`config.mk`:
```
export PLATFORM = sky130hd
export DESIGN_NAME = note_sequencer
export DESIGN_NICKNAME = d
export VERILOG_FILES = /design/src/rtl/note_seq_pkg.sv /design/src/rtl/sync_2ff.sv /design/src/rtl/note_sequencer.sv
export SDC_FILE = /design/constraint.sdc
export NUM_CORES = 1
export LEC_CHECK = 0
export CAP_MARGIN = 40
export CORE_UTILIZATION = 44
export DETAILED_ROUTE_END_ITERATION = 10
export PLACE_DENSITY = 0.68
export SYNTH_ARGS = -nofsm -noshare
export SYNTH_HDL_FRONTEND = slang
export SYNTH_SLANG_ARGS = --single-unit
```
`constraint.sdc`:
```
create_clock -name clk -period 4.6 [get_ports clk]
set_input_delay 0.69 -clock clk [delete_from_list [all_inputs] [get_ports clk]]
set_output_delay 0.69 -clock clk [all_outputs]
set_load 0.02 [all_outputs]
```
`src/rtl/note_seq_pkg.sv`:
```
`default_nettype none
// note_seq_pkg -- shared types and constants for the note sequencer.  Rev 1.0
package note_seq_pkg;
  localparam int NOTE_W = 4;
  localparam int DUR_W  = 4;
  localparam logic [NOTE_W-1:0] END_CODE  = 4'hF;
  localparam logic [NOTE_W-1:0] REST_CODE = 4'h0;

  typedef enum logic [2:0] {
    ST_IDLE  = 3'd0,
    ST_FETCH = 3'd1,
    ST_LOAD  = 3'd2,
    ST_PLAY  = 3'd3,
    ST_DONE  = 3'd4
  } state_t;
endpackage
`default_nettype wire

```
`src/rtl/sync_2ff.sv`:
```
`default_nettype none
// sync_2ff -- 1-bit two-flop synchronizer with asynchronous active-low clear.  Rev 1.0
module sync_2ff (
  input  logic clk,
  input  logic rst_n,
  input  logic d,
  output logic q
);
  logic meta;

  always_ff @(posedge clk or negedge rst_n) begin
    if (!rst_n) begin
      meta <= 1'b0;
      q    <= 1'b0;
    end else begin
      meta <= d;
      q    <= meta;
    end
  end
endmodule
`default_nettype wire

```
`src/rtl/note_sequencer.sv`:
```
`default_nettype none
// note_sequencer -- walks a music ROM and presents one note per duration; define
// NOTE_SEQ_LOOP_EN to loop a song at its end marker instead of stopping.  Rev 1.0
module note_sequencer
  import note_seq_pkg::*;
#(
  parameter logic [7:0] SONG0_BASE = 8'd0,
  parameter logic [7:0] SONG1_BASE = 8'd139
) (
  input  logic              clk,
  input  logic              rst_n,
  input  logic              beat_en,
  input  logic              song_sel,
  input  logic              pause,
  output logic [7:0]        rom_addr,
  input  logic [7:0]        rom_q,
  output logic [NOTE_W-1:0] inx,
  output logic              note_valid,
  output logic              song_id
);
  state_t            state, state_nx;
  logic [7:0]        addr_r, addr_nx;
  logic [NOTE_W-1:0] inx_r, inx_nx;
  logic              valid_r, valid_nx;
  logic [DUR_W:0]    remaining, remaining_nx;
  logic              song_prev;
  logic              song_chg;
  logic [7:0]        cur_base;
  logic [7:0]        new_base;
  logic [NOTE_W-1:0] note_code;
  logic [DUR_W-1:0]  note_dur;

  sync_2ff u_sync (
    .clk   (clk),
    .rst_n (rst_n),
    .d     (song_sel),
    .q     (song_id)
  );

  assign song_chg  = (song_id != song_prev);
  assign cur_base  = song_prev ? SONG1_BASE : SONG0_BASE;
  assign new_base  = song_id ? SONG1_BASE : SONG0_BASE;
  assign note_code = rom_q[NOTE_W-1:0];
  assign note_dur  = rom_q[NOTE_W +: DUR_W];

  always_ff @(posedge clk or negedge rst_n) begin
    if (!rst_n) begin
      state     <= ST_IDLE;
      addr_r    <= SONG0_BASE;
      inx_r     <= REST_CODE;
      valid_r   <= 1'b0;
      remaining <= '0;
      song_prev <= 1'b0;
    end else begin
      state     <= state_nx;
      addr_r    <= addr_nx;
      inx_r     <= inx_nx;
      valid_r   <= valid_nx;
      remaining <= remaining_nx;
      song_prev <= song_id;
    end
  end

  always_comb begin
    state_nx     = state;
    addr_nx      = addr_r;
    inx_nx       = inx_r;
    valid_nx     = valid_r;
    remaining_nx = remaining;
    // A song change overrides pause and beats; pause freezes everything else.
    if (song_chg) begin
      state_nx     = ST_FETCH;
      addr_nx      = new_base;
      inx_nx       = REST_CODE;
      valid_nx     = 1'b0;
      remaining_nx = '0;
    end else if (!pause) begin
      case (state)
        ST_IDLE:  state_nx = ST_FETCH;
        ST_FETCH: state_nx = ST_LOAD;
        ST_LOAD: begin
          if (note_code != END_CODE) begin
            inx_nx       = note_code;
            remaining_nx = {1'b0, note_dur} + {{DUR_W{1'b0}}, 1'b1};
            valid_nx     = 1'b1;
            addr_nx      = addr_r + 8'd1;
            state_nx     = ST_PLAY;
          end else if (addr_r == cur_base) begin
            // Empty song: stopping here avoids refetching the marker forever.
            state_nx = ST_DONE;
            inx_nx   = REST_CODE;
            valid_nx = 1'b0;
          end else begin
`ifdef NOTE_SEQ_LOOP_EN
            addr_nx  = cur_base;
            state_nx = ST_FETCH;
`else
            state_nx = ST_DONE;
            inx_nx   = REST_CODE;
            valid_nx = 1'b0;
`endif
          end
        end
        ST_PLAY: begin
          if (beat_en) begin
            if (remaining == {{DUR_W{1'b0}}, 1'b1})
              state_nx = ST_FETCH;
            else
              remaining_nx = remaining - {{DUR_W{1'b0}}, 1'b1};
          end
        end
        ST_DONE:  state_nx = ST_DONE;
        default:  state_nx = ST_IDLE;
      endcase
    end
  end

  assign rom_addr   = addr_r;
  assign inx        = pause ? REST_CODE : inx_r;
  assign note_valid = valid_r & ~pause;
endmodule
`default_nettype wire

```
==> results of run 1 <==
[metal layers]
metal	part of all wire	wire length, µm
met1	0.50	1490
met2	0.46	1400
met3	0.039	118
met4	0	0
met5	0	0
[power by group through the flow]
stage          clock (mW)  combinational (mW)  sequential (mW)
2_1_floorplan           0              0.0673            0.239
3_3_place_gp            0               0.100            0.241
3_5_place_dp            0               0.106            0.241
4_1_cts             0.116               0.107            0.237
5_1_grt             0.126               0.117            0.239
6_report            0.112               0.106            0.238
[kinds of logic (layout without fill, tap and decap cells)]
kind of cell,after synthesis,after routing,share of synthesized area
AOI/OAI and AO/OA,30,30,0.148
xor gates and xnor gates,11,11,0.0685
adders and majority gates,8,8,0.0641
buffers and inverters,13,38,0.0436
DFF,24,24,0.427
muxes,1,1,0.00801
and+or+nand+nor,53,53,0.241
[cell usage after synthesis (3+ instances only)]
| cell | count | area (µm²) |
|---|---|---|
| a21oi_1 | 8 | 40.0 |
| nor4_1 | 3 | 18.8 |
| nor2_1 | 11 | 41.3 |
| maj3_1 | 4 | 40.0 |
| nand2_1 | 13 | 48.8 |
| o21ai_0 | 3 | 15.0 |
| ha_1 | 4 | 50.1 |
| dfrtp_1 | 24 | 601 |
| nor2b_1 | 5 | 31.3 |
| xnor2_1 | 6 | 52.6 |
| inv_1 | 6 | 22.5 |
| xor2_1 | 5 | 43.8 |
| o32ai_1 | 3 | 26.3 |
| a22o_1 | 4 | 35.0 |
| clkbuf_1 | 4 | 15.0 |
| nand3_1 | 4 | 20.0 |
[stage by stage]
stage	total power [mW]	setup WS, ns	hold WS, ns	utilization
2_1_floorplan	0.306	2.49	0.331	-
3_3_place_gp	0.341	1.69	0.342	0.551
3_5_place_dp	0.347	1.62	0.340	0.559
4_1_cts	0.460	1.68	0.371	0.570
5_1_grt	0.482	1.61	0.387	0.570
6_report	0.456	1.69	0.367	0.570
[area by class of cell]
type / instances / area [µm²] / area share
Clock buffer: 4 / 36.3 / 0.0208
Inverter: 6 / 22.5 / 0.0129
Multi-Input combinational cell: 103 / 744 / 0.427
Sequential cell: 24 / 601 / 0.345
Tap cell: 44 / 55.1 / 0.0316
Timing Repair Buffer: 28 / 283 / 0.162
[critical path, stage by stage]
cell             delay, ns
clkdlybuf4s50_1       0.67
nor2b_1               0.23
clkdlybuf4s50_1       0.62
[worst paths after layout]
path	end	cells after the start	from	slack, ns
hold / removal	u_sync.q$_DFF_PN0_	0	u_sync.meta$_DFF_PN0_	0.37
max in group asynchronous	rom_addr[2]$_DFFE_PN0P_	2	rst_n	3.35
setup / recovery	note_valid	3	pause	1.69
min in group asynchronous	inx_r[1]$_DFFE_PN0P_	1	rst_n	0.74
setup reg to reg	rom_addr[3]$_DFFE_PN0P_	4	state[0]$_DFFE_PN0P_	2.62
hold reg to reg	u_sync.q$_DFF_PN0_	0	u_sync.meta$_DFF_PN0_	0.37
[sequential cells by signal, indices dropped and copies added, names as in the netlist]
signal       cells
valid_r          1
u_sync.q         1
remaining        5
song_prev        1
u_sync.meta      1
state            3
inx_r            4
rom_addr         8
==> results.yml, run 1 <==
placed_design:
  gp_congestion: 0.870
  hpwl_um: 2270
  io_buffers: 26
  place_area_um2: 1710
  placed_cells: 205
sta:
  fin_tns_setup_ns: 0
  slew_viol_final: 0
  hold_viol: 0
  slew-limit-headroom: 0.454
  clock.fmax_mhz: 344
  post-route-min-period_ns: 2.91
  fin_skew_ns: 0.00969
  fin_crit_sh: 0.632
  tightest_slew_ns: 0.817
  setup_viol: 0
  rsz0062_at_grt: "no"
cells_and_area:
  fin_nets: 183
  drive_gt1_frac: 0.0727
  design_area_um2: 1740
  layout_commonest_cell: "clkdlybuf4s50_1"
  diodes: 0
  final_cell_mix: "clkdlybuf4s50_1 (26), dfrtp_1 (24), nand2_1 (13), nor2_1 (11), a21oi_1 (8)"
  areaGrowthSynthToFinish_pct: 23.8
  fillCellCount: 276
  final_cells: 209
worst_setup_path:
  critPathCaptureType: "primary output"
  worstPathArrival_ns: 2.22
  crit_fanout: 13
  path_class: "input port to primary output"
  required_ns: 3.91
  crit_path_start_kind: "input port"
synthesis:
  synth_edf_count: 0
  synthArstFlopShare: 1.00
  synth_cell_types: 41
  avgSynthCellArea_um2: 10.0
  yosysSeqAreaShare: 0.427
  ys_warn_count: 0
  ys_seq_elements: 24
  synth_nets: 157
  postSynthCellCount: 140
  syn-cell-area_um2: 1410
  ys.flop_type: "dfrtp_1"
clock_network:
  cts_made_buffers: 3
  clkSinkCount: 24
  cts-root-buf: "clkbuf_4"
  ctsHoldBuffers: 0
  clock_path_buffers: 2
  cts_setup_buffers: 0
  clk_pin_slew_ns: 0.13
  worstSkewPairLatency_ns: 0.31
  cts_resized: 0
  cts_tree: "built"
  h-tree-depth: 1
pwr:
  clkPwrFrac: 0.246
  power_density_nw_per_um2: 262
  pwr-share-seq: 0.521
  switchingPower_mw: 0.137
  p_leak_nw: 0.696
  switching_share: 0.300
  power.internal_mw: 0.319
  p_comb_frac: 0.233
  ir_drop_v: 0.000131
worst_hold_path:
  hold_class: "register to register"
routing:
  post_drt_wl_per_cell_um: 14.4
  vias_per_cell: 5.44
  drc: 0
  drt-initial-drc-count: 36
  ant_nets: 0
  vias: 1138
  wl_um: 3010
  dr.pass1.iters: 6
die:
  die_w_um: 58.5
  ioPinCount: 27
  rows: 20
  coreArea_um2: 3050
  start_util: 0.461
  die_area_um2: 3430
  die_h_um: 58.5
global_routing:
  grtUsageTotal: 0.181
  use_met2: 0.302
  use_met1: 0.244
  grt_pass1_vias: 1123
  grt_pass1_wl_um: 4820
  grt.busiest_layer: "met2"
  grt_max_degree: 14
  met3_usage: 0.0264
  antenna_found_initial: 0
  overflow: 0
outcome:
  status: "completed"
job:
  cap_viol_max_count: 0
Note: power is estimated with default switching activity, not from simulation.
==> run 2, diff against run 1 <==
PLACE_DENSITY = 0.71   (was 0.68)
clock period = 2.37 ns   (was 4.6 ns; I/O delays follow)
==> run 2 against run 1 <==
Clock power rose to 2.7 times the previous value. Setup slack worse by 1.5 ns. Flip-flop and latch count did not move. Sequential power grew 94%. Worst hold slack better by 0.0057 ns. Largest power group unchanged. Highest routed layer is now met4.
==> results.yml, run 2 (same netlist as run 1, synthesis figures left out) <==
pwr:
  switchingPower_mw: 0.270
  switching_share: 0.279
  clkPwrFrac: 0.308
  power.internal_mw: 0.697
  p_leak_nw: 0.716
  power_density_nw_per_um2: 545
  power_mw: 0.967
  ir_drop_v: 0.000284
  p_comb_frac: 0.215
  pwr-share-seq: 0.477
placed_design:
  place_area_um2: 1720
  io_buffers: 26
  gp_congestion: 0.925
  hpwl_um: 2210
die:
  die_w_um: 58.5
  ioPinCount: 27
  die_h_um: 58.5
  die_area_um2: 3430
  coreArea_um2: 3050
  start_util: 0.461
  rows: 20
sta:
  setup_viol: 0
  tightest_slew_ns: 0.639
  rsz0062_at_grt: "no"
  whs_ns: 0.373
  post-route-min-period_ns: 2.16
  fin_skew_ns: 0.0110
  hold_viol: 0
  clock.fmax_mhz: 464
  slew-limit-headroom: 0.572
  slew_viol_final: 0
  fin_tns_setup_ns: 0
  fin_crit_sh: 0.910
global_routing:
  met3_usage: 0.0220
  use_met2: 0.286
  antenna_found_initial: 0
  overflow: 0
  grtUsageTotal: 0.193
  use_met1: 0.300
  grt_pass1_wl_um: 5120
  grt.busiest_layer: "met1"
  grt_pass1_vias: 1081
  grt_max_degree: 25
routing:
  wl_um: 3050
  post_drt_wl_per_cell_um: 14.4
  drt-initial-drc-count: 50
  vias_per_cell: 5.51
  dr.pass1.iters: 6
  vias: 1168
  drc: 0
  ant_nets: 0
cells_and_area:
  areaGrowthSynthToFinish_pct: 26.1
  drive_gt1_frac: 0.0893
  fillCellCount: 293
  final_cell_mix: "clkdlybuf4s50_1 (26), dfrtp_1 (24), nand2_1 (13), nor2_1 (11), a21oi_1 (8)"
  diodes: 0
  fin_nets: 186
  layout_commonest_cell: "clkdlybuf4s50_1"
  largest_register_ffs: 8
  design_area_um2: 1770
  multiInputGateArea_um2: 744
  regArea_um2: 601
worst_setup_path:
  r2r_slack_ns: 0.41
  crit_family: "buffers and inverters"
  worst_r2r_path_depth: 4
  path_class: "input port to primary output"
  r2r-start: "state[0]$_DFFE_PN0P_"
  critPathMostFrequentCell: "clkdlybuf4s50_1"
  cp_slowest_cell: "clkdlybuf4s50_1"
  slowest_delay_ns: 0.63
  crit_fanout: 12
  worstPathArrival_ns: 1.80
  critPathCaptureType: "primary output"
  crit_chain: "clkdlybuf4s50_1 -> buf_4 -> nor2b_1 -> clkdlybuf4s50_1"
  required_ns: 2.01
  reg2reg_to: "rom_addr[7]$_DFFE_PN0P_"
  crit_path_start_kind: "input port"
  crit_buf_inv: 3
clock_network:
  cts_made_buffers: 3
  cts-root-buf: "clkbuf_4"
  cts_setup_buffers: 0
  cts_resized: 0
  clkSinkCount: 24
  clock_path_buffers: 2
  clk_pin_slew_ns: 0.14
  cts_tree: "built"
  ctsHoldBuffers: 0
  worstSkewPairLatency_ns: 0.32
  h-tree-depth: 1
job:
  cap_viol_max_count: 0
outcome:
  status: "completed"
worst_hold_path:
  hold_class: "input port to async pin"
[run 2: cell count changes in the layout (fill, tap and decap cells not counted), sizes merged]
| cell | delta |
|---|---|
| buf | +3 |
| bufinv | +1 |
| clkbuf | -1 |
[run 2: layout make-up]
| cell class | count | area share |
|---|---|---|
| Clock inverter | 1 | 0.0169 |
| Sequential cell | 24 | 0.339 |
| Inverter | 6 | 0.0127 |
| Multi-Input combinational cell | 103 | 0.420 |
| Timing Repair Buffer | 31 | 0.168 |
| Clock buffer | 3 | 0.0127 |
| Tap cell | 44 | 0.0311 |
[run 2: how the worst max path moves through the flow]
| stage | startpoint | to | slack, ns | depth (start not counted) |
|---|---|---|---|---|
| finish | pause | inx[0] | 0.21 | 4 |
| CTS | pause | inx[0] | 0.21 | 4 |
| floorplan | state[0]$_DFFE_PN0P_ | rom_addr[3]$_DFFE_PN0P_ | 0.51 | 5 |
| global route | pause | inx[0] | 0.18 | 4 |
| global placement | pause | rom_addr[7]$_DFFE_PN0P_ | 0.12 | 5 |
| detailed placement | pause | rom_addr[7]$_DFFE_PN0P_ | 0.05 | 5 |
[run 2: worst reg2reg max path: cells and delay by family (launching register included)]
family | cells | cell delay [ns]
DFF | 1 | 0.52
adders and majority gates | 1 | 0.35
xor gates and xnor gates | 1 | 0.10
and+or+nand+nor | 2 | 0.89
[run 2: metal layers]
| layer | share of wire | up-vias |
|---|---|---|
| met5 | 0 | - |
| met4 | 0.0082 | 0 |
| met3 | 0.039 | 4 |
| met2 | 0.46 | 33 |
| met1 | 0.49 | 571 |
| li1 | - | 560 |
[run 2: per-stage QoR]
stage	util	instances	worst slack [ns]
after detailed placement	0.564	208	0.0511
after global placement	0.564	208	0.121
after CTS	0.581	212	0.208
after global routing	0.581	212	0.182
final	0.581	212	0.213
after floorplan	-	140	0.514
[run 2: power by group through the flow]
stage	logic (mW)	registers [mW]	clock network [mW]
final	0.208	0.461	0.298
after global routing	0.229	0.466	0.321
after CTS	0.208	0.460	0.305
after detailed placement	0.206	0.468	0
after global placement	0.202	0.467	0
after floorplan	0.131	0.464	0
==> run 3, diff against run 2 <==
CORE_MARGIN = 2   (was default)
CORE_UTILIZATION = 45   (was 44)
PLACE_DENSITY = 0.73   (was 0.71)
TNS_END_PERCENT = 100   (was default)
==> run 3 against run 2 <==
Non-clock buffer count is the same. First-iteration DRC count shrank 8.0%. Global-route usage grew 0.27 points. Clock skew shrank 0.0052 ns.
==> results.yml, run 3 (same netlist as run 1, synthesis figures left out) <==
outcome:
  status: "completed"
routing:
  vias_per_cell: 5.77
  drc: 0
  drt-initial-drc-count: 46
  ant_nets: 0
  post_drt_wl_per_cell_um: 15.5
  dr.pass1.iters: 4
  vias: 1159
  wl_um: 3110
die:
  die_area_um2: 3590
  die_w_um: 59.9
  rows: 20
  ioPinCount: 27
  die_h_um: 59.9
  start_util: 0.468
  coreArea_um2: 3000
worst_setup_path:
  slowest_delay_ns: 0.61
  startpoint: "pause"
  reg2reg_to: "rom_addr[7]$_DFFE_PN0P_"
  critPathMostFrequentCell: "clkdlybuf4s50_1"
  cp.depth: 4
  worstPathArrival_ns: 1.72
  crit_fanout: 12
  path_class: "input port to primary output"
  crit_family: "buffers and inverters"
  r2r_slack_ns: 0.41
  crit_buf_inv: 3
  cp_slowest_cell: "clkdlybuf4s50_1"
  crit_path_start_kind: "input port"
  crit_end: "inx[0]"
  worst_r2r_path_depth: 4
  r2r-start: "state[0]$_DFFE_PN0P_"
  required_ns: 2.01
  crit_chain: "clkdlybuf4s50_1 -> buf_4 -> nor2b_1 -> clkdlybuf4s50_1"
  critPathCaptureType: "primary output"
sta:
  fin_tns_setup_ns: 0
  fin_skew_ns: 0.00584
  clock.fmax_mhz: 483
  setup_viol: 0
  tightest_slew_ns: 0.493
  rsz0062_at_grt: "no"
  slew-limit-headroom: 0.666
  slew_viol_final: 0
  fin_crit_sh: 0.874
  setup_slack_ns: 0.299
  hold_viol: 0
  post-route-min-period_ns: 2.07
cells_and_area:
  drive_gt1_frac: 0.0893
  final_cell_mix: "clkdlybuf4s50_1 (26), dfrtp_1 (24), nand2_1 (13), nor2_1 (11), a21oi_1 (8)"
  final_util: 0.586
  design_area_um2: 1760
  fin_nets: 186
  diodes: 0
  areaGrowthSynthToFinish_pct: 25.1
  largest_register_ffs: 8
  layout_commonest_cell: "clkdlybuf4s50_1"
clock_network:
  clkSinkCount: 24
  ctsHoldBuffers: 0
  clock_path_buffers: 2
  worstSkewPairLatency_ns: 0.32
  cts_tree: "built"
  h-tree-depth: 1
  cts_made_buffers: 3
  cts_resized: 0
  cts-root-buf: "clkbuf_4"
  cts_setup_buffers: 0
  clk_pin_slew_ns: 0.14
global_routing:
  grt_pass1_vias: 1163
  antenna_found_initial: 0
  grtUsageTotal: 0.196
  overflow: 0
  grt_max_degree: 25
  grt_pass1_wl_um: 5260
pwr:
  ir_drop_v: 0.000331
  power_density_nw_per_um2: 552
  power_mw: 0.971
  p_leak_nw: 0.716
worst_hold_path:
  hold_class: "input port to async pin"
placed_design:
  io_buffers: 26
  pre_cts_slack_ns: 0.0989
  hpwl_um: 2210
  gp_congestion: 0.874
  place_area_um2: 1710
job:
  cap_viol_max_count: 0
run 3: cell counts in the layout (fill, tap and decap cells not counted):
No cell type changed its count.
run 3: area by class of cell:
class | instances | area, µm²
clock inverter | 1 | 30.0
clock buffer | 3 | 22.5
multi-input combinational | 103 | 744
inverter | 6 | 22.5
sequential | 24 | 601
fill | 255 | 1240
timing repair buffer | 31 | 298
tap | 33 | 41.3
run 3: metal layers:
layer	up-vias	wire length, µm	track usage
met2	32	1490	0.312
met1	565	1440	0.258
met5	-	0	0
met4	0	22	0.0444
li1	560	-	-
met3	2	157	0.0671
run 3: report_power, final:
part	total, mW	switching, mW	internal, mW
registers	0.462	0.0318	0.430
logic	0.209	0.112	0.0973
clock network	0.300	0.129	0.171
total	0.971	0.273	0.698
run 3: worst min path at each step:
stage | startpoint | endpoint | slack, ns | depth (start not counted)
after global routing | rst_n | u_sync.q$_DFF_PN0_ | 0.37 | 2
after global placement | u_sync.meta$_DFF_PN0_ | u_sync.q$_DFF_PN0_ | 0.33 | 0
final | rst_n | u_sync.q$_DFF_PN0_ | 0.36 | 2
after detailed placement | u_sync.meta$_DFF_PN0_ | u_sync.q$_DFF_PN0_ | 0.34 | 0
after floorplan | rst_n | inx_r[0]$_DFFE_PN0P_ | 0.06 | 0
after CTS | rst_n | u_sync.q$_DFF_PN0_ | 0.37 | 2
run 3: metrics by stage:
step | instances | hold WS [ns]
3_3_place_gp | 197 | 0.335
4_1_cts | 201 | 0.370
5_1_grt | 201 | 0.369
6_report | 201 | 0.362
2_1_floorplan | 140 | 0.0599
3_5_place_dp | 197 | 0.338
run 3: worst register-to-register path, stage by stage, from the launching register on:
cell	delay, ns
dfrtp_1	0.52
or4b_4	0.60
nor4_4	0.28
xor2_1	0.10
maj3_1	0.36
